===== config.mk =====
export PLATFORM = sky130hd
export DESIGN_NAME = csa_resolve_unit
export DESIGN_NICKNAME = d
export VERILOG_FILES = /design/src/rtl/wallace_pkg.sv /design/src/rtl/chunk_adder.sv /design/src/rtl/csa_resolve_unit.sv
export SDC_FILE = /design/constraint.sdc
export NUM_CORES = 1
export LEC_CHECK = 0
export CORE_MARGIN = 1.5
export CORE_UTILIZATION = 46
export CTS_BUF_LIST = sky130_fd_sc_hd__clkbuf_2
export DETAILED_ROUTE_END_ITERATION = 6
export GPL_ROUTABILITY_DRIVEN = 0
export PLACE_DENSITY = 0.76
export SYNTH_ARGS = -nofsm -noshare
export SYNTH_HDL_FRONTEND = slang
export SYNTH_SLANG_ARGS = --single-unit

===== constraint.sdc =====
create_clock -name clk -period 3.7 [get_ports clk]
set_input_delay 0.555 -clock clk [delete_from_list [all_inputs] [get_ports clk]]
set_output_delay 0.555 -clock clk [all_outputs]
set_load 0.03 [all_outputs]

===== src/rtl/wallace_pkg.sv =====
// Shared definitions for the Wallace multiplier back end: default
// operand geometry, the resolver state encoding, and a small helper
// for sizing the chunk index register.
package wallace_pkg;

    // Default operand geometry for the 32x32 multiplier.
    localparam int DEF_WIDTH = 64;
    localparam int DEF_CHUNK = 16;
    localparam int DEF_TAG_W = 4;

    // Number of CHUNK-bit slices, which is also the resolve latency.
    localparam int NCHUNK = DEF_WIDTH / DEF_CHUNK;

    // Resolver control states.
    typedef enum logic [1:0] {
        IDLE = 2'd0,
        ADD  = 2'd1,
        DONE = 2'd2
    } resolve_state_t;

    // Width of an index that counts 0 .. n-1. This is never narrower
    // than one bit, so a single-chunk build still has a legal register.
    function automatic int idx_bits(input int n);
        return (n > 1) ? $clog2(n) : 1;
    endfunction

endpackage


===== src/rtl/chunk_adder.sv =====
// One CHUNK-bit slice of the carry-propagate resolver: a plain ripple
// add with carry in and carry out. The top level shares one instance
// across all slices.
module chunk_adder #(
    parameter int CHUNK = 16
) (
    input  logic [CHUNK-1:0] a,
    input  logic [CHUNK-1:0] b,
    input  logic             cin,
    output logic [CHUNK-1:0] s,
    output logic             cout
);

    // (CHUNK+1)-bit sum; the top bit is the slice carry out.
    assign {cout, s} = {1'b0, a} + {1'b0, b} + {{CHUNK{1'b0}}, cin};

endmodule


===== src/rtl/csa_resolve_unit.sv =====
// Iterative carry-propagate resolver for the Wallace multiplier.
// This unit takes the redundant sum/carry pair from the last CSA stage,
// adds it one CHUNK-bit slice per cycle through a single shared
// chunk_adder, and hands the 64-bit product plus its reservation-
// station tag to the CDB arbiter over a valid/ready handshake.
//
// Optional feature: define CSA_RESOLVE_OVF_EN to add the ovf_o port.
// The flag is set when any bit of the upper half of the product is
// nonzero.
module csa_resolve_unit
    import wallace_pkg::*;
#(
    parameter int WIDTH = DEF_WIDTH,
    parameter int CHUNK = DEF_CHUNK,
    parameter int TAG_W = DEF_TAG_W
) (
    input  logic             clk,
    input  logic             rst_n,
    input  logic             in_valid,
    output logic             in_ready,
    input  logic [WIDTH-1:0] sum_i,
    input  logic [WIDTH-1:0] carry_i,
    input  logic [TAG_W-1:0] tag_i,
    input  logic             flush_i,
    output logic             out_valid,
    input  logic             out_ready,
    output logic [WIDTH-1:0] prod_o,
    output logic [TAG_W-1:0] tag_o,
    output logic             cout_o
`ifdef CSA_RESOLVE_OVF_EN
    ,
    output logic             ovf_o
`endif
);

    localparam int NUM_CHUNKS = WIDTH / CHUNK;
    localparam int IDX_W      = idx_bits(NUM_CHUNKS);
    localparam logic [IDX_W-1:0] LAST_IDX = IDX_W'(NUM_CHUNKS - 1);

    // Control state.
    resolve_state_t   state_q;
    resolve_state_t   state_d;
    logic [IDX_W-1:0] idx_q;
    logic             cr_q;

    // Latched operands and registered results.
    logic [WIDTH-1:0] sum_q;
    logic [WIDTH-1:0] carry_q;
    logic [WIDTH-1:0] prod_q;
    logic [TAG_W-1:0] tag_q;
    logic             cout_q;

    // Shared slice adder signals.
    logic [CHUNK-1:0] sum_slice;
    logic [CHUNK-1:0] carry_slice;
    logic [CHUNK-1:0] add_s;
    logic             add_c;
    logic             last_chunk;

    assign last_chunk = (idx_q == LAST_IDX);

    // Handshake flags depend only on the state register, so there is no
    // combinational path from in_valid or out_ready.
    assign in_ready  = (state_q == IDLE);
    assign out_valid = (state_q == DONE);

    // Select the operand slices addressed by idx. Each branch uses a
    // constant part-select, so this builds a plain NUM_CHUNKS-way mux.
    always_comb begin
        sum_slice   = '0;
        carry_slice = '0;
        for (int i = 0; i < NUM_CHUNKS; i++) begin
            if (idx_q == IDX_W'(i)) begin
                sum_slice   = sum_q[i*CHUNK +: CHUNK];
                carry_slice = carry_q[i*CHUNK +: CHUNK];
            end
        end
    end

    chunk_adder #(
        .CHUNK (CHUNK)
    ) u_chunk_adder (
        .a    (sum_slice),
        .b    (carry_slice),
        .cin  (cr_q),
        .s    (add_s),
        .cout (add_c)
    );

    // State register.
    // NOTE: all clocked state uses non-blocking assignments, so every
    // register samples pre-edge values no matter how blocks are ordered.
    always_ff @(posedge clk or negedge rst_n) begin
        if (!rst_n) begin
            state_q <= IDLE;
        end else begin
            state_q <= state_d;
        end
    end

    // Next-state logic. Flush overrides both handshakes.
    always_comb begin
        state_d = state_q;
        if (flush_i) begin
            state_d = IDLE;
        end else begin
            unique case (state_q)
                IDLE: if (in_valid)   state_d = ADD;
                ADD:  if (last_chunk) state_d = DONE;
                DONE: if (out_ready)  state_d = IDLE;
                default:              state_d = IDLE;
            endcase
        end
    end

`ifdef CSA_RESOLVE_OVF_EN
    // The overflow flag is accumulated while the upper-half slices are
    // resolved. It is published together with cout when the last slice
    // completes.
    logic ovf_acc_q;
    logic ovf_q;
    logic upper_chunk;
    logic ovf_next;

    assign upper_chunk = (idx_q >= IDX_W'(NUM_CHUNKS / 2));
    assign ovf_next    = ovf_acc_q | (upper_chunk & (|add_s));
    assign ovf_o       = ovf_q;

    // Overflow accumulator and published flag.
    always_ff @(posedge clk or negedge rst_n) begin
        if (!rst_n) begin
            ovf_acc_q <= 1'b0;
            ovf_q     <= 1'b0;
        end else if (!flush_i) begin
            if (state_q == IDLE && in_valid) begin
                ovf_acc_q <= 1'b0;
            end else if (state_q == ADD) begin
                ovf_acc_q <= ovf_next;
                if (last_chunk) begin
                    ovf_q <= ovf_next;
                end
            end
        end
    end
`endif

    // Datapath: latch operands on accept, then resolve one slice per
    // cycle. The product, tag and carry out stay unchanged in DONE, so
    // they remain stable while the arbiter stalls.
    always_ff @(posedge clk or negedge rst_n) begin
        if (!rst_n) begin
            idx_q   <= '0;
            cr_q    <= 1'b0;
            sum_q   <= '0;
            carry_q <= '0;
            prod_q  <= '0;
            tag_q   <= '0;
            cout_q  <= 1'b0;
        end else if (flush_i) begin
            idx_q <= '0;
        end else begin
            unique case (state_q)
                IDLE: begin
                    if (in_valid) begin
                        sum_q   <= sum_i;
                        carry_q <= carry_i;
                        tag_q   <= tag_i;
                        idx_q   <= '0;
                        cr_q    <= 1'b0;
                    end
                end
                ADD: begin
                    for (int i = 0; i < NUM_CHUNKS; i++) begin
                        if (idx_q == IDX_W'(i)) begin
                            prod_q[i*CHUNK +: CHUNK] <= add_s;
                        end
                    end
                    cr_q <= add_c;
                    if (last_chunk) begin
                        idx_q  <= '0;
                        cout_q <= add_c;
                    end else begin
                        idx_q <= idx_q + IDX_W'(1);
                    end
                end
                default: begin
                end
            endcase
        end
    end

    assign prod_o = prod_q;
    assign tag_o  = tag_q;
    assign cout_o = cout_q;

endmodule


==> results of run 1 <==
## layer usage
layer  vias to the layer above  GRT usage, %
li1                       3539             -
met4                         2          6.84
met2                       261          34.9
met3                        47          5.58
met1                      3447          31.5
met5                         -             0
## state kept, by name, indices dropped and copies added, names as in the netlist
name and flops:
idx_q 2, prod_o 64, cr_q 1, state_q 2, cout_o 1, sum_q 64, carry_q 64, tag_o 4
## cell usage after synthesis, types with 6 or more instances
| cell | n | area [um2] |
|---|---|---|
| ha_1 | 19 | 238 |
| nor2_1 | 67 | 251 |
| dfrtp_1 | 202 | 5050 |
| mux2_2 | 137 | 1540 |
| a21o_1 | 11 | 82.6 |
| inv_1 | 13 | 48.8 |
| clkbuf_1 | 36 | 135 |
| nand2_1 | 132 | 495 |
| buf_2 | 17 | 85.1 |
| a21oi_1 | 83 | 415 |
| o21ai_0 | 93 | 465 |
| xnor2_1 | 6 | 52.6 |
## worst paths after layout
kind	startpoint	to	slack [ns]
setup / recovery	idx_q[0]$_DFFE_PN0P_	prod_o[14]$_DFFE_PN0P_	0.23
hold / removal	out_ready	state_q[1]$_DFFE_PN0P_	0.35
setup reg to reg	idx_q[0]$_DFFE_PN0P_	prod_o[14]$_DFFE_PN0P_	0.23
hold reg to reg	prod_o[18]$_DFFE_PN0P_	prod_o[18]$_DFFE_PN0P_	0.49
max in group asynchronous	rst_n	carry_q[3]$_DFFE_PN0P_	2.39
min in group asynchronous	rst_n	prod_o[49]$_DFFE_PN0P_	0.42
## layout make-up
cell class	count	area, um2
Antenna cell	1	2.50
Clock buffer	73	365
Clock inverter	4	15.0
Fill cell	1723	7790
Inverter	13	48.8
Multi-Input combinational cell	607	4130
Sequential cell	202	5060
Tap cell	270	338
Timing Repair Buffer	237	2360
## what timing repair did
| item | CTS | global route |
|---|---|---|
| endpoints found under the hold margin | 84 | 0 |
| pin swaps | 1 | 3 |
| hold buffers | 1 | 0 |
| setup buffers | 0 | 1 |
| setup endpoints to repair | 6 | 37 |
| gates resized for setup | 2 | 16 |
## power groups by stage
stage	logic (mW)	clock network (mW)	registers (mW)
finish	3.28	1.34	3.09
global route	3.55	1.51	3.16
CTS	3.21	1.40	3.09
detailed placement	3.19	0	3.13
global placement	3.14	0	3.11
floorplan	1.52	0	3.51
## cells in the final DEF (no fill, tap or decap), drive strengths merged, types with 3 or more instances in the layout
master / netlist / layout
a21o: 11 / 11
a21oi: 83 / 83
a221oi: 3 / 3
a31oi: 3 / 3
and2: 3 / 3
buf: 20 / 29
clkbuf: 36 / 74
clkdlybuf4s50: 0 / 206
clkinv: 0 / 4
dfrtp: 202 / 202
ha: 19 / 19
inv: 13 / 13
mux2: 137 / 137
nand2: 132 / 132
nand3: 4 / 4
nand3b: 3 / 3
nand4: 3 / 3
nor2: 68 / 68
nor3: 5 / 5
o21ai: 97 / 97
xnor2: 6 / 6
xor2: 5 / 5
## logic make-up after synthesis
logic type / Yosys count / share of synthesized area, %
compound gates: 209 / 12.5
buf+inv: 69 / 3.03
fa+ha+maj: 21 / 2.96
mux: 139 / 16.7
simple gates: 227 / 9.95
xor+xnor: 11 / 1.03
flops: 202 / 53.9
## per-stage QoR
step | cell area [um2] | utilization, %
floorplan | 9380 | -
global placement | 11800 | 58.8
detailed placement | 11800 | 58.8
CTS | 12200 | 60.8
global route | 12300 | 61.2
finish | 12300 | 61.2
==> metrics.txt, run 1 <==
nets@finish=about 1300; row cnt=52; Pleak=approximately 5.4 nW; initial drt markers=303; Final HPWL DP=17300 um; total via count in the routed design=7296; Period Utilization, post-route=roughly 94%; Post-Route Skew=0.0278 ns; max cap viols=0; gr usage total=between 20% and 30%; combinational share of power=between 40 and 50%; # setup viols final=0; Seq pwr share=40.1%; final total power=between 7 and 8 mW; Mapped Area=~9400 um2; Post-synth EDFFs=0; largest net degree at the start of global routing=88; worst skew pair latency=0.77 ns; WL met3=approximately 1600 um; Worst path most repeated cell=a21oi_1; DP Cell Count=1327; Post-Route WL=23400 um; final hold violations=0; Worst Hold Slack=between 0.3 and 0.4 ns; library cells used by synthesis=44; worst hold path type=input port to register; Final min period=3.47 ns; drt pass-1 iters=4; I/O Pins=~210; final worst slack=roughly 0.23 ns; Core Box Area=between 20000 and 25000 um2; critical path buffer and inverter count=3; run status=finished clean; die width=approximately 150 um; Cell Pwr Density=around 630 nW/um2; Sum Neg Setup Slack=0 ns; Root Buffer=clkbuf_2; Die Ht=roughly 150 um; critical path depth in cells=17; Net Sw Frac=39.0%; total congestion overflow=0; Max VDD drop=261 uV; Worst slew margin=between 50 and 60%; first-pass GRT wire length=38200 um; Cell Chain, Critical Path=inv_2 > ha_4 > buf_4 > buf_4 > nand2_1 > nor2_1 > a21oi_1 > nor2_1 > a21oi_1 > o21ai_0 > ha_1 > and2_1 > a21oi_1 > o21ai_2 > a221oi_1 > or3_1 > a21oi_1; max layer used=met5; remaining antenna violation count=0; CP required=4.38 ns; Finished Layout Cells=between 1000 and 1500; initial antenna violation count=2; DR WL met2=10400 um; CTS tree=built; Reg clk slew, reported paths=around 0.10 ns; Worst EP arrival=just over 4 ns; Mapped Nets=just over 1000; CP max stage delay=between 0.4 and 0.5 ns; clock buffer depth=3; CTS buffer count=between 50 and 60; Clock power frac=around 17%; port bufs=around 210; P_sw=3.01 mW; Synth Warn #=0; Worst-Margin Slew=0.711 ns; area grow syn2layout=31.3%; Syn Inst Count=878; ys flop type=dfrtp_1; Clock H-tree levels=2; worst setup path class=register to register; Initial Util=between 40 and 50%; Residual DRC=0; fraction of registers with async set/reset=100%; vias in the first global route=between 7000 and 8000; Final Slew Violations=0; wire per inst=between 15 and 20 um; Max Fanout on Critical Path=12; die area=about 21000 um2; Setup crit end kind=register; P_int=roughly 4.7 mW; sequential area share after synthesis=a little over half; met1 wire length=10900 um; Syn Area/Cell=10.7 um2; CP top delay family=compound AO/OA/AOI/OAI gates; clk sinks=202; register bit count reported by yosys=between 200 and 250; Peak Freq=288 MHz; Worst path slowest cell=dfrtp_2; Worst Setup Start Kind=register; vias per cell=approximately 5.2; r2r worst-path depth=17; layout cell share with drive strength beyond 1=23.2%; Min-Delay Path Depth=2; pre-CTS setup slack=-0.0459 ns
Power figures use the tool's default switching activity.
==> inputs of run 2 (changes only) <==
--- a/config.mk
+++ b/config.mk
@@ -10,7 +10,7 @@
 export CTS_BUF_LIST = sky130_fd_sc_hd__clkbuf_2
 export DETAILED_ROUTE_END_ITERATION = 6
 export GPL_ROUTABILITY_DRIVEN = 0
-export PLACE_DENSITY = 0.76
+export PLACE_DENSITY = 0.73
 export SYNTH_ARGS = -nofsm -noshare
 export SYNTH_HDL_FRONTEND = slang
 export SYNTH_SLANG_ARGS = --single-unit
==> constraint.sdc (replaced) <==
create_clock -name clk -period 3.3 [get_ports clk]
set_input_delay 0.495 -clock clk [delete_from_list [all_inputs] [get_ports clk]]
set_output_delay 0.495 -clock clk [all_outputs]
set_load 0.03 [all_outputs]
==> run 2 against run 1 <==
Net effect: the flow now finishes with violations (setup timing); wire length increased by 2.9%; flip-flop and latch count unchanged; first-iteration DRC count increased by 9.6%; fmax increased by 1.7%; sequential share of layout area decreased by 1.8 points; total power increased by 20%.
==> metrics.txt, run 2 (synthesis results as in run 1) <==
run status=finished with violations; failing checks=setup timing; Reg clk slew, reported paths=0.09 ns (about the same); final worst slack=-0.110 ns (-0.344 ns); Worst Hold Slack=0.281 ns (-0.0641 ns); Most Crowded Layer GR=met1; drt pass-1 iters=4 (unchanged); grt met1 use=32.8% (+1.3 points); CTS buffer count=51 (unchanged); post-place instance area=11900 um2 (+0.82%); Max VDD drop=282 uV (+7.9%); die area=21300 um2 (unchanged); Post-Route WL=24100 um (+2.9%); Initial Util=46.7% (unchanged); vias in the first global route=7333 (-1.1%); Final Slew Violations=0 (unchanged); Post-Route Skew=0.0704 ns (+0.0426 ns); reg-to-reg endpoint=prod_o[44]$_DFFE_PN0P_; Cell Pwr Density=718 nW/um2 (+15%); port bufs=207 (unchanged); wire per inst=16.8 um (+0.95%); Peak Freq=293 MHz (+1.7%); row cnt=52 (unchanged); I/O Pins=208 (unchanged); initial antenna violation count=1 (-1); area grow syn2layout=37.3%; remaining antenna violation count=0 (unchanged); max cap viols=0 (unchanged); layout cell share with drive strength beyond 1=28.5% (+5.3 points); internal reg-to-reg setup slack=-0.11 ns (-0.34 ns); worst r2r src=idx_q[0]$_DFFE_PN0P_; CTS tree=built; Finished Layout Cells=1434 (+1.9%); Worst-Margin Slew=0.774 ns (+0.0629 ns); Final min period=3.41 ns (-0.0564 ns); Worst Setup Start Kind=register; total congestion overflow=0 (unchanged); Fillers=1567 (-9.1%); Clock H-tree levels=2 (unchanged); worst hold path type=input port to async pin; Period Utilization, post-route=103% (+9.6 points); Max Fanout on Critical Path=5 (-7); DP Cell Count=1335 (+0.60%); post-route cell area=12900 um2 (+4.6%); nets@finish=1296 (+2.0%); final total power=9.24 mW (+20%); vias per cell=5.22 (+0.67%); CP required=3.91 ns (-0.47 ns); CP max stage delay=0.45 ns (about the same); worst setup path class=register to register; total via count in the routed design=7486 (+2.6%); gr usage total=22.2% (-0.34 points); # setup viols final=18 (+18); Worst EP arrival=4.02 ns (-0.12 ns); Die Ht=146 um (unchanged); r2r worst-path depth=16 (-1); Cell Chain, Critical Path=inv_2 > ha_4 > nand2_2 > nor2_1 > a21oi_1 > o21ai_1 > mux2i_2 > fa_2 > fa_2 > and2b_2 > o2111ai_4 > a21boi_4 > buf_6 > a41oi_4 > xor2_2 > o21ai_1; Root Buffer=clkbuf_2; clock buffer depth=3 (unchanged); largest net degree at the start of global routing=110 (+25%); Worst path slowest cell=dfrtp_2; worst skew pair latency=0.80 ns (+0.03 ns); Worst slew margin=48.4% (-4.2 points); met2 Resource Use GR=32.6% (-2.2 points); initial drt markers=332 (+9.6%); Core Box Area=20100 um2 (unchanged); Residual DRC=0 (unchanged); GR Util met3=4.67% (-0.91 points); RSZ-0062 raised after global routing=yes; Setup crit end kind=register; most common cell after layout, fill and taps aside=clkdlybuf4s50_1; commonest non-fill, non-tap cells in the layout=206 x clkdlybuf4s50_1, 201 x dfrtp_1, 136 x mux2_2; Final HPWL DP=17000 um (-1.7%); clk sinks=202 (unchanged); first-pass GRT wire length=37700 um (-1.2%); Pleak=5.61 nW (+4.2%); Sum Neg Setup Slack=-1.53 ns (-1.53 ns); final hold violations=0 (unchanged); die width=146 um (unchanged)
==> run 2: changes by cell type in the layout (fill, tap and decap cells not counted), sizes merged <==
cell,delta
bufinv,+2
clkinv,-1
clkbuf,+3
buf,+23
==> run 2: how the worst max path moves through the flow <==
stage	to	slack (ns)	startpoint
floorplan	prod_o[14]$_DFFE_PN0P_	-0.001	idx_q[0]$_DFFE_PN0P_
global placement	prod_o[24]$_DFFE_PN0P_	-0.14	idx_q[0]$_DFFE_PN0P_
detailed placement	prod_o[30]$_DFFE_PN0P_	-0.28	idx_q[0]$_DFFE_PN0P_
CTS	prod_o[10]$_DFFE_PN0P_	-0.07	idx_q[0]$_DFFE_PN0P_
global route	prod_o[28]$_DFFE_PN0P_	-0.25	idx_q[0]$_DFFE_PN0P_
finish	prod_o[44]$_DFFE_PN0P_	-0.11	idx_q[0]$_DFFE_PN0P_
==> run 2: worst max-delay path, delay by kind of cell, from the launching register on <==
kind | cells | cell delay (ns)
simple gates | 3 | 0.38
compound gates | 6 | 0.93
mux | 1 | 0.12
fa+ha+maj | 3 | 0.92
buf+inv | 2 | 0.23
xor+xnor | 1 | 0.23
flops | 1 | 0.45
==> run 2: layout make-up <==
type	instances	area [um2]	share of cell area (%)
inverters	13	48.8	0.379
clock inverters	5	71.3	0.554
clock buffers	73	365	2.84
well taps	270	338	2.62
repair buffers	263	2640	20.5
diodes	1	2.50	0.0194
multi-input cells	607	4360	33.8
flip-flops and latches	202	5060	39.3
==> run 2: where the power goes <==
| group | leakage (nW) | switching [mW] | internal, mW |
|---|---|---|---|
| clock network | 0.336 | 0.946 | 0.727 |
| registers | 2.48 | 0.372 | 3.09 |
| logic | 2.80 | 2.26 | 1.85 |
==> run 2: routing by layer <==
metal / share of wire, % / vias up
met4: 2.1 / 0
met1: 47 / 3595
li1: - / 3585
met2: 44 / 260
met3: 6.4 / 46
met5: 0 / -
==> run 2: timing repair <==
action,4_1_cts,5_1_grt
setup endpoints to repair,35,44
setup buffers,6,11
endpoints found under the hold margin,86,0
cloned,0,3
gates resized for setup,28,52
pin swaps,4,14
hold buffers,1,0
==> run 2: through the flow <==
step,setup WS (ns),util (%)
after CTS,-0.0697,62.2
final,-0.110,64.1
after detailed placement,-0.278,59.3
after global routing,-0.246,64.1
after global placement,-0.139,59.3
after floorplan,-0.00133,-
